## src/rtl/ser_load_pkg.sv

```systemverilog
// Shared types for the serial chain loader: FSM state encoding and counter sizing.
// ST_PARITY keeps its encoding even when SER_LOAD_PARITY_EN is not defined.
package ser_load_pkg;

  typedef enum logic [1:0] {
    ST_IDLE   = 2'b00,
    ST_SHIFT  = 2'b01,
    ST_PARITY = 2'b10,
    ST_LATCH  = 2'b11
  } state_e;

  function automatic int cnt_width(input int width);
    return $clog2(width + 1);
  endfunction

endpackage

```

## src/rtl/ser_load_ctrl_if.sv

```systemverilog
// Parallel-word handshake in, serial chain drive out.
// The master modport is the source and chain side; the slave modport is the sequencer.
interface ser_load_ctrl_if #(parameter int WIDTH = 8);

  logic             in_valid;
  logic             in_ready;
  logic [WIDTH-1:0] in_data;
  logic             ser_dout;
  logic             ser_shift_en;
  logic             latch_strobe;
  logic             busy;
  logic             done;

  modport master (
    output in_valid, in_data,
    input  in_ready, ser_dout, ser_shift_en, latch_strobe, busy, done
  );

  modport slave (
    input  in_valid, in_data,
    output in_ready, ser_dout, ser_shift_en, latch_strobe, busy, done
  );

endinterface

```

## src/rtl/ser_bit_counter.sv

```systemverilog
// Clearable up-counter with an equality flag at a programmable terminal value.
// Clear has priority over increment.
module ser_bit_counter #(
  parameter int CW = 4
) (
  input  logic          clk,
  input  logic          rst_n,
  input  logic          clr_i,
  input  logic          inc_i,
  input  logic [CW-1:0] term_val_i,
  output logic          term_o
);

  logic [CW-1:0] cnt_q, cnt_d;

  always_comb begin
    cnt_d = cnt_q;
    if (clr_i) begin
      cnt_d = '0;
    end else if (inc_i) begin
      cnt_d = cnt_q + CW'(1);
    end
  end

  always_ff @(posedge clk or negedge rst_n) begin
    if (!rst_n) begin
      cnt_q <= '0;
    end else begin
      cnt_q <= cnt_d;
    end
  end

  assign term_o = (cnt_q == term_val_i);

endmodule

```

## src/rtl/ser_load_ctrl.sv

```systemverilog
// Serializes an accepted word into a D-flop chain, then pulses latch_strobe/done.
// SER_LOAD_PARITY_EN appends an even-parity bit as one extra shift cycle before the latch.
module ser_load_ctrl
  import ser_load_pkg::*;
#(
  parameter int WIDTH     = 8,
  parameter bit MSB_FIRST = 1'b1
) (
  input  logic           clk,
  input  logic           reset,
  ser_load_ctrl_if.slave bus
);

  localparam int            CW   = cnt_width(WIDTH);
  localparam logic [CW-1:0] TERM = CW'(WIDTH - 1);

  state_e           state_q;
  logic [WIDTH-1:0] shadow_q;
  logic [WIDTH-1:0] shadow_sh;
  logic             head_in;
  logic             head_sh;
  logic             dout_q;
  logic             shift_en_q;
  logic             latch_q;
  logic             busy_q;
  logic             ready_q;
  logic             cnt_clr;
  logic             cnt_inc;
  logic             cnt_term;
`ifdef SER_LOAD_PARITY_EN
  logic             par_q;
`endif

  // head_sh is the bit that reaches the chain on the next shift cycle.
  always_comb begin
    if (MSB_FIRST) begin
      shadow_sh = {shadow_q[WIDTH-2:0], 1'b0};
      head_in   = bus.in_data[WIDTH-1];
      head_sh   = shadow_q[WIDTH-2];
    end else begin
      shadow_sh = {1'b0, shadow_q[WIDTH-1:1]};
      head_in   = bus.in_data[0];
      head_sh   = shadow_q[1];
    end
  end

  assign cnt_clr = (state_q == ST_IDLE) && bus.in_valid;
  assign cnt_inc = (state_q == ST_SHIFT);

  ser_bit_counter #(.CW(CW)) u_cnt (
    .clk        (clk),
    .rst_n      (reset),
    .clr_i      (cnt_clr),
    .inc_i      (cnt_inc),
    .term_val_i (TERM),
    .term_o     (cnt_term)
  );

  always_ff @(posedge clk or negedge reset) begin
    if (!reset) begin
      state_q    <= ST_IDLE;
      shadow_q   <= '0;
      dout_q     <= 1'b0;
      shift_en_q <= 1'b0;
      latch_q    <= 1'b0;
      busy_q     <= 1'b0;
      ready_q    <= 1'b1;
`ifdef SER_LOAD_PARITY_EN
      par_q      <= 1'b0;
`endif
    end else begin
      case (state_q)
        ST_IDLE: begin
          if (bus.in_valid) begin
            state_q    <= ST_SHIFT;
            shadow_q   <= bus.in_data;
            dout_q     <= head_in;
            shift_en_q <= 1'b1;
            busy_q     <= 1'b1;
            ready_q    <= 1'b0;
`ifdef SER_LOAD_PARITY_EN
            par_q      <= ^bus.in_data;
`endif
          end
        end
        ST_SHIFT: begin
          shadow_q <= shadow_sh;
          if (cnt_term) begin
`ifdef SER_LOAD_PARITY_EN
            state_q    <= ST_PARITY;
            dout_q     <= par_q;
`else
            state_q    <= ST_LATCH;
            dout_q     <= 1'b0;
            shift_en_q <= 1'b0;
            latch_q    <= 1'b1;
`endif
          end else begin
            dout_q <= head_sh;
          end
        end
`ifdef SER_LOAD_PARITY_EN
        ST_PARITY: begin
          state_q    <= ST_LATCH;
          dout_q     <= 1'b0;
          shift_en_q <= 1'b0;
          latch_q    <= 1'b1;
        end
`endif
        ST_LATCH: begin
          state_q <= ST_IDLE;
          latch_q <= 1'b0;
          busy_q  <= 1'b0;
          ready_q <= 1'b1;
        end
        default: begin
          state_q    <= ST_IDLE;
          dout_q     <= 1'b0;
          shift_en_q <= 1'b0;
          latch_q    <= 1'b0;
          busy_q     <= 1'b0;
          ready_q    <= 1'b1;
        end
      endcase
    end
  end

  assign bus.in_ready     = ready_q;
  assign bus.ser_dout     = dout_q;
  assign bus.ser_shift_en = shift_en_q;
  assign bus.latch_strobe = latch_q;
  assign bus.done         = latch_q;
  assign bus.busy         = busy_q;

endmodule

```

## src/flat_wrapper.sv

```systemverilog
// flat-port wrapper written by rule: the top's interface ports become plain ports
module ser_load_ctrl_flat import ser_load_pkg::*;
#(
  parameter int WIDTH     = 8,
  parameter bit MSB_FIRST = 1'b1
)
  (clk, reset, bus_in_valid, bus_in_data, bus_in_ready, bus_ser_dout, bus_ser_shift_en, bus_latch_strobe, bus_busy, bus_done);
  ser_load_ctrl_if #(.WIDTH(WIDTH)) bus_i ();
  input  logic clk;
  input  logic reset;
  input wire logic [$bits(bus_i.in_valid)-1:0] bus_in_valid;
  input wire logic [$bits(bus_i.in_data)-1:0] bus_in_data;
  output wire logic [$bits(bus_i.in_ready)-1:0] bus_in_ready;
  output wire logic [$bits(bus_i.ser_dout)-1:0] bus_ser_dout;
  output wire logic [$bits(bus_i.ser_shift_en)-1:0] bus_ser_shift_en;
  output wire logic [$bits(bus_i.latch_strobe)-1:0] bus_latch_strobe;
  output wire logic [$bits(bus_i.busy)-1:0] bus_busy;
  output wire logic [$bits(bus_i.done)-1:0] bus_done;
  assign bus_i.in_valid = bus_in_valid;
  assign bus_i.in_data = bus_in_data;
  assign bus_in_ready = bus_i.in_ready;
  assign bus_ser_dout = bus_i.ser_dout;
  assign bus_ser_shift_en = bus_i.ser_shift_en;
  assign bus_latch_strobe = bus_i.latch_strobe;
  assign bus_busy = bus_i.busy;
  assign bus_done = bus_i.done;
  ser_load_ctrl #(.WIDTH(WIDTH), .MSB_FIRST(MSB_FIRST)) u_core (.clk(clk), .reset(reset), .bus(bus_i));
endmodule
```

## config.mk

```make
export PLATFORM = sky130hd
export DESIGN_NAME = ser_load_ctrl_flat
export DESIGN_NICKNAME = d
export VERILOG_FILES = /design/src/rtl/ser_load_pkg.sv /design/src/rtl/ser_load_ctrl_if.sv /design/src/rtl/ser_bit_counter.sv /design/src/rtl/ser_load_ctrl.sv /design/src/flat_wrapper.sv
export SDC_FILE = /design/constraint.sdc
export NUM_CORES = 1
export LEC_CHECK = 0
export BUFFER_PORTS_ARGS = -buffer_cell sky130_fd_sc_hd__buf_2
export CORE_UTILIZATION = 40
export CTS_BUF_LIST = sky130_fd_sc_hd__clkbuf_4
export CTS_CLUSTER_SIZE = 30
export DETAILED_ROUTE_END_ITERATION = 8
export SYNTH_ARGS = -nofsm -noshare
export SYNTH_HDL_FRONTEND = slang
export SYNTH_SLANG_ARGS = --single-unit
```

## constraint.sdc

```tcl
create_clock -name clk -period 3.8 [get_ports clk]
set_clock_uncertainty 0.2 [all_clocks]
set_input_delay 0.38 -clock clk [delete_from_list [all_inputs] [get_ports clk]]
set_output_delay 0.38 -clock clk [all_outputs]
set_load 0.03 [all_outputs]
```

==> summary.txt <==
Status
  – Run status: completed

Setup path
  – Crit. Startpoint: u_core.state_q[1]
  – Startpoint Class: flip-flop
  – FF-to-FF End: u_core.shadow_q[0]
  – Cells along the critical path: nor2b_1 > a22oi_1 > o21ai_1
  – Worst path required time: about 3800 ps
  – Arr. time, crit path: 1660 ps
  – Cell depth of the worst flop-to-flop path: 3
  – Setup crit end kind: flip-flop
  – Slowest cell on crit path: dfrtp_1
  – Crit path largest cell delay: about 580 ps
  – Worst r2r src: u_core.state_q[1]
  – Maximum fanout along the worst path: 17
  – FF-to-FF setup slack: 2160 ps
  – Critical path class: reg -> reg
  – Crit path to: u_core.shadow_q[0]

Clocking
  – Bufs on Longest Clock Path: 2
  – Clock root cell: clkbuf_4
  – CTS tree: built
  – CTS Sinks: 18
  – H-tree levels: 1
  – Worst-path clk slew: about 100 ps
  – TritonCTS Buffers: 3
  – Clock Latency Late Sink: between 200 and 300 ps
  – Post-CTS sizing: 0

Routing
  – DR vias/cell: roughly 5.3
  – WL final: around 1600 um
  – Initial DRC count: 19
  – Vias: between 600 and 700
  – DRC: 0
  – Post-route ant nets: 0
  – Wire length per cell: roughly 13 um
  – Pre-antenna DRT Iters: 4

Global routing
  – First-pass GRT wire length: about 2500 um
  – Number of global-route vias before repair: around 530
  – GRT Total Usage: roughly 17%
  – Busiest grt layer: met1
  – Largest net degree at the start of global routing: 19
  – Met3 Track Usage GR: slightly below 7%
  – Met2 usage: between 20% and 30%
  – Total gr overflow: 0
  – Antenna violations before repair: 0
  – Met1 Resource Use GR: between 20% and 30%

STA
  – RSZ-0062 raised after global routing: false
  – Tcrit/Tclk final: between 40% and 50%
  – Slew HR: between 60% and 70%
  – Min Tclk post-route: about 1600 ps
  – Fmax: approximately 610 MHz
  – Tightest Pin Transition: slightly above 500 ps
  – Final setup TNS: 0 ps
  – Fin. Hold Viols: 0
  – Final worst slack: 2160 ps
  – Final setup viols: 0
  – Max-slew violations: 0

Power and ir drop
  – Worst VDD drop: 0.421 mV
  – Lkg Pwr: approximately 0.00043 uW
  – Power density cells: 804 nW/um^2

Cells and area
  – Commonest non-fill, non-tap cell in the layout: dfrtp_1
  – Fillcell total: between 150 and 200
  – Commonest non-fill, non-tap cells in the layout: 17 x dfrtp_1, 16 x buf_2, 13 x a22oi_1
  – Layout cells sized above 1: roughly a quarter
  – Diode count: 0
  – Nets: 109
  – Register area: ~450 um^2
  – Final Non-Filler Cells: around 120
  – Multi-input gate area: between 300 and 400 um^2
  – Synth-to-Final Area Change: 15.0%

Die
  – CORE AREA: around 2000 um^2
  – IO Pins: 17
  – Site Rows: 16
  – Initial Utilization: between 40% and 50%
  – Die width: 47.5 um
  – Die ar.: 2260 um^2
  – Die height: ~48 um

Yosys
  – Synth Instances: 80
  – Synthesis-stage register bit count: 18
  – Count of cell types in the netlist: 23
  – Post-Syn Area per Cell: 10.4 um^2
  – Sequential area share after synthesis: between 50% and 60%
  – Synthesized cell area: slightly above 800 um^2
  – Yosys Warn Count: 0
  – Post-Syn Nets: 92

Placement
  – Dpl cells: approximately 120
  – Setup WS pre-CTS: between 2000 and 2500 ps
  – Input/output buffers: 16
  – Gp weighted congestion: roughly 0.76
  – Hpwl dp: between 1000 and 1500 um

Flow run
  – Max Cap Viol: 0

Worst hold path
  – Min-delay worst type: in -> reg
==> worst max-delay path, delay by kind of cell, from the launching register on <==
family             cells  cell delay [ps]
DFF                    1              580
AOI/OAI and AO/OA      2              310
and+or+nand+nor        1              490
==> worst min-delay path by stage <==
stage / slack, ps / cells after the start / from / end
global placement: 130 / 1 / reset / u_core.shadow_q[4]
finish: 150 / 3 / bus_in_data[3] / u_core.shadow_q[3]
global route: 150 / 3 / bus_in_data[3] / u_core.shadow_q[3]
CTS: 150 / 3 / bus_in_data[3] / u_core.shadow_q[3]
detailed placement: 140 / 1 / reset / u_core.u_cnt.cnt_q[1]
floorplan: -120 / 0 / reset / u_core.bus.busy
==> routing by layer <==
metal,part of all wire (%),up-vias
met2,43,16
met4,0.92,0
met3,5.6,2
li1,-,320
met1,51,309
met5,0,-
==> power by group <==
part           switching (uW)  internal, uW
sequential               81.0           274
clock                    58.6          48.0
combinational             183           121
total                     322           443
==> stage by stage <==
stage | hold slack, ps | area [um^2] | utilization (%) | total power (uW)
after global placement | 132 | 912 | 46.5 | 663
after CTS | 150 | 952 | 48.5 | 772
after global routing | 153 | 952 | 48.5 | 830
final | 155 | 952 | 48.5 | 766
after floorplan | -116 | 828 | - | 593
after detailed placement | 136 | 912 | 46.5 | 659
==> Yosys cell counts (all sizes together) <==
library cell | n | share of area (%)
nand2 | 5 | 2.3
nand3 | 6 | 3.6
inv | 5 | 2.3
dfrtp | 17 | 51
a21oi | 3 | 1.8
o311ai | 1 | 1.1
o21ba | 1 | 1.2
nor3b | 1 | 0.91
mux2 | 1 | 1.4
dfstp | 1 | 3.2
o21bai | 1 | 0.91
a22o | 1 | 1.1
nand2b | 1 | 0.76
ha | 1 | 1.5
nor2 | 3 | 1.4
a22oi | 13 | 12
buf | 5 | 3.6
nor2b | 2 | 1.5
o21ai | 10 | 6.0
a211oi | 1 | 1.5
nand3b | 1 | 0.91
==> area by class of cell <==
cell class	instances	share of cell area, %
timing repair buffer	17	9.46
sequential	18	47.4
tap	27	3.55
inverter	5	1.97
clock buffer	4	3.15
multi-input combinational	52	34.4
==> kinds of logic (layout without fill, tap and decap cells) <==
group | count (synthesis) | in the layout | share of synthesized area [%]
DFF | 18 | 18 | 54.5
muxes | 1 | 1 | 1.36
AOI/OAI and AO/OA | 31 | 31 | 25.4
adders and majority gates | 1 | 1 | 1.51
buffers and inverters | 10 | 26 | 5.89
and+or+nand+nor | 19 | 19 | 11.3
==> repair_timing <==
item,in CTS,in global routing
buffers inserted,0,0
hold buffers,1,0
endpoints found under the hold margin,17,0
==> flip-flops by register name, indices dropped and copies added (netlist names) <==
name	count
u_core.bus.done	1
u_core.u_cnt.cnt_q	4
u_core.state_q	2
u_core.bus.ser_shift_en	1
u_core.bus.in_ready	1
u_core.shadow_q	7
u_core.bus.ser_dout	1
u_core.bus.busy	1
Power figures use the tool's default switching activity.
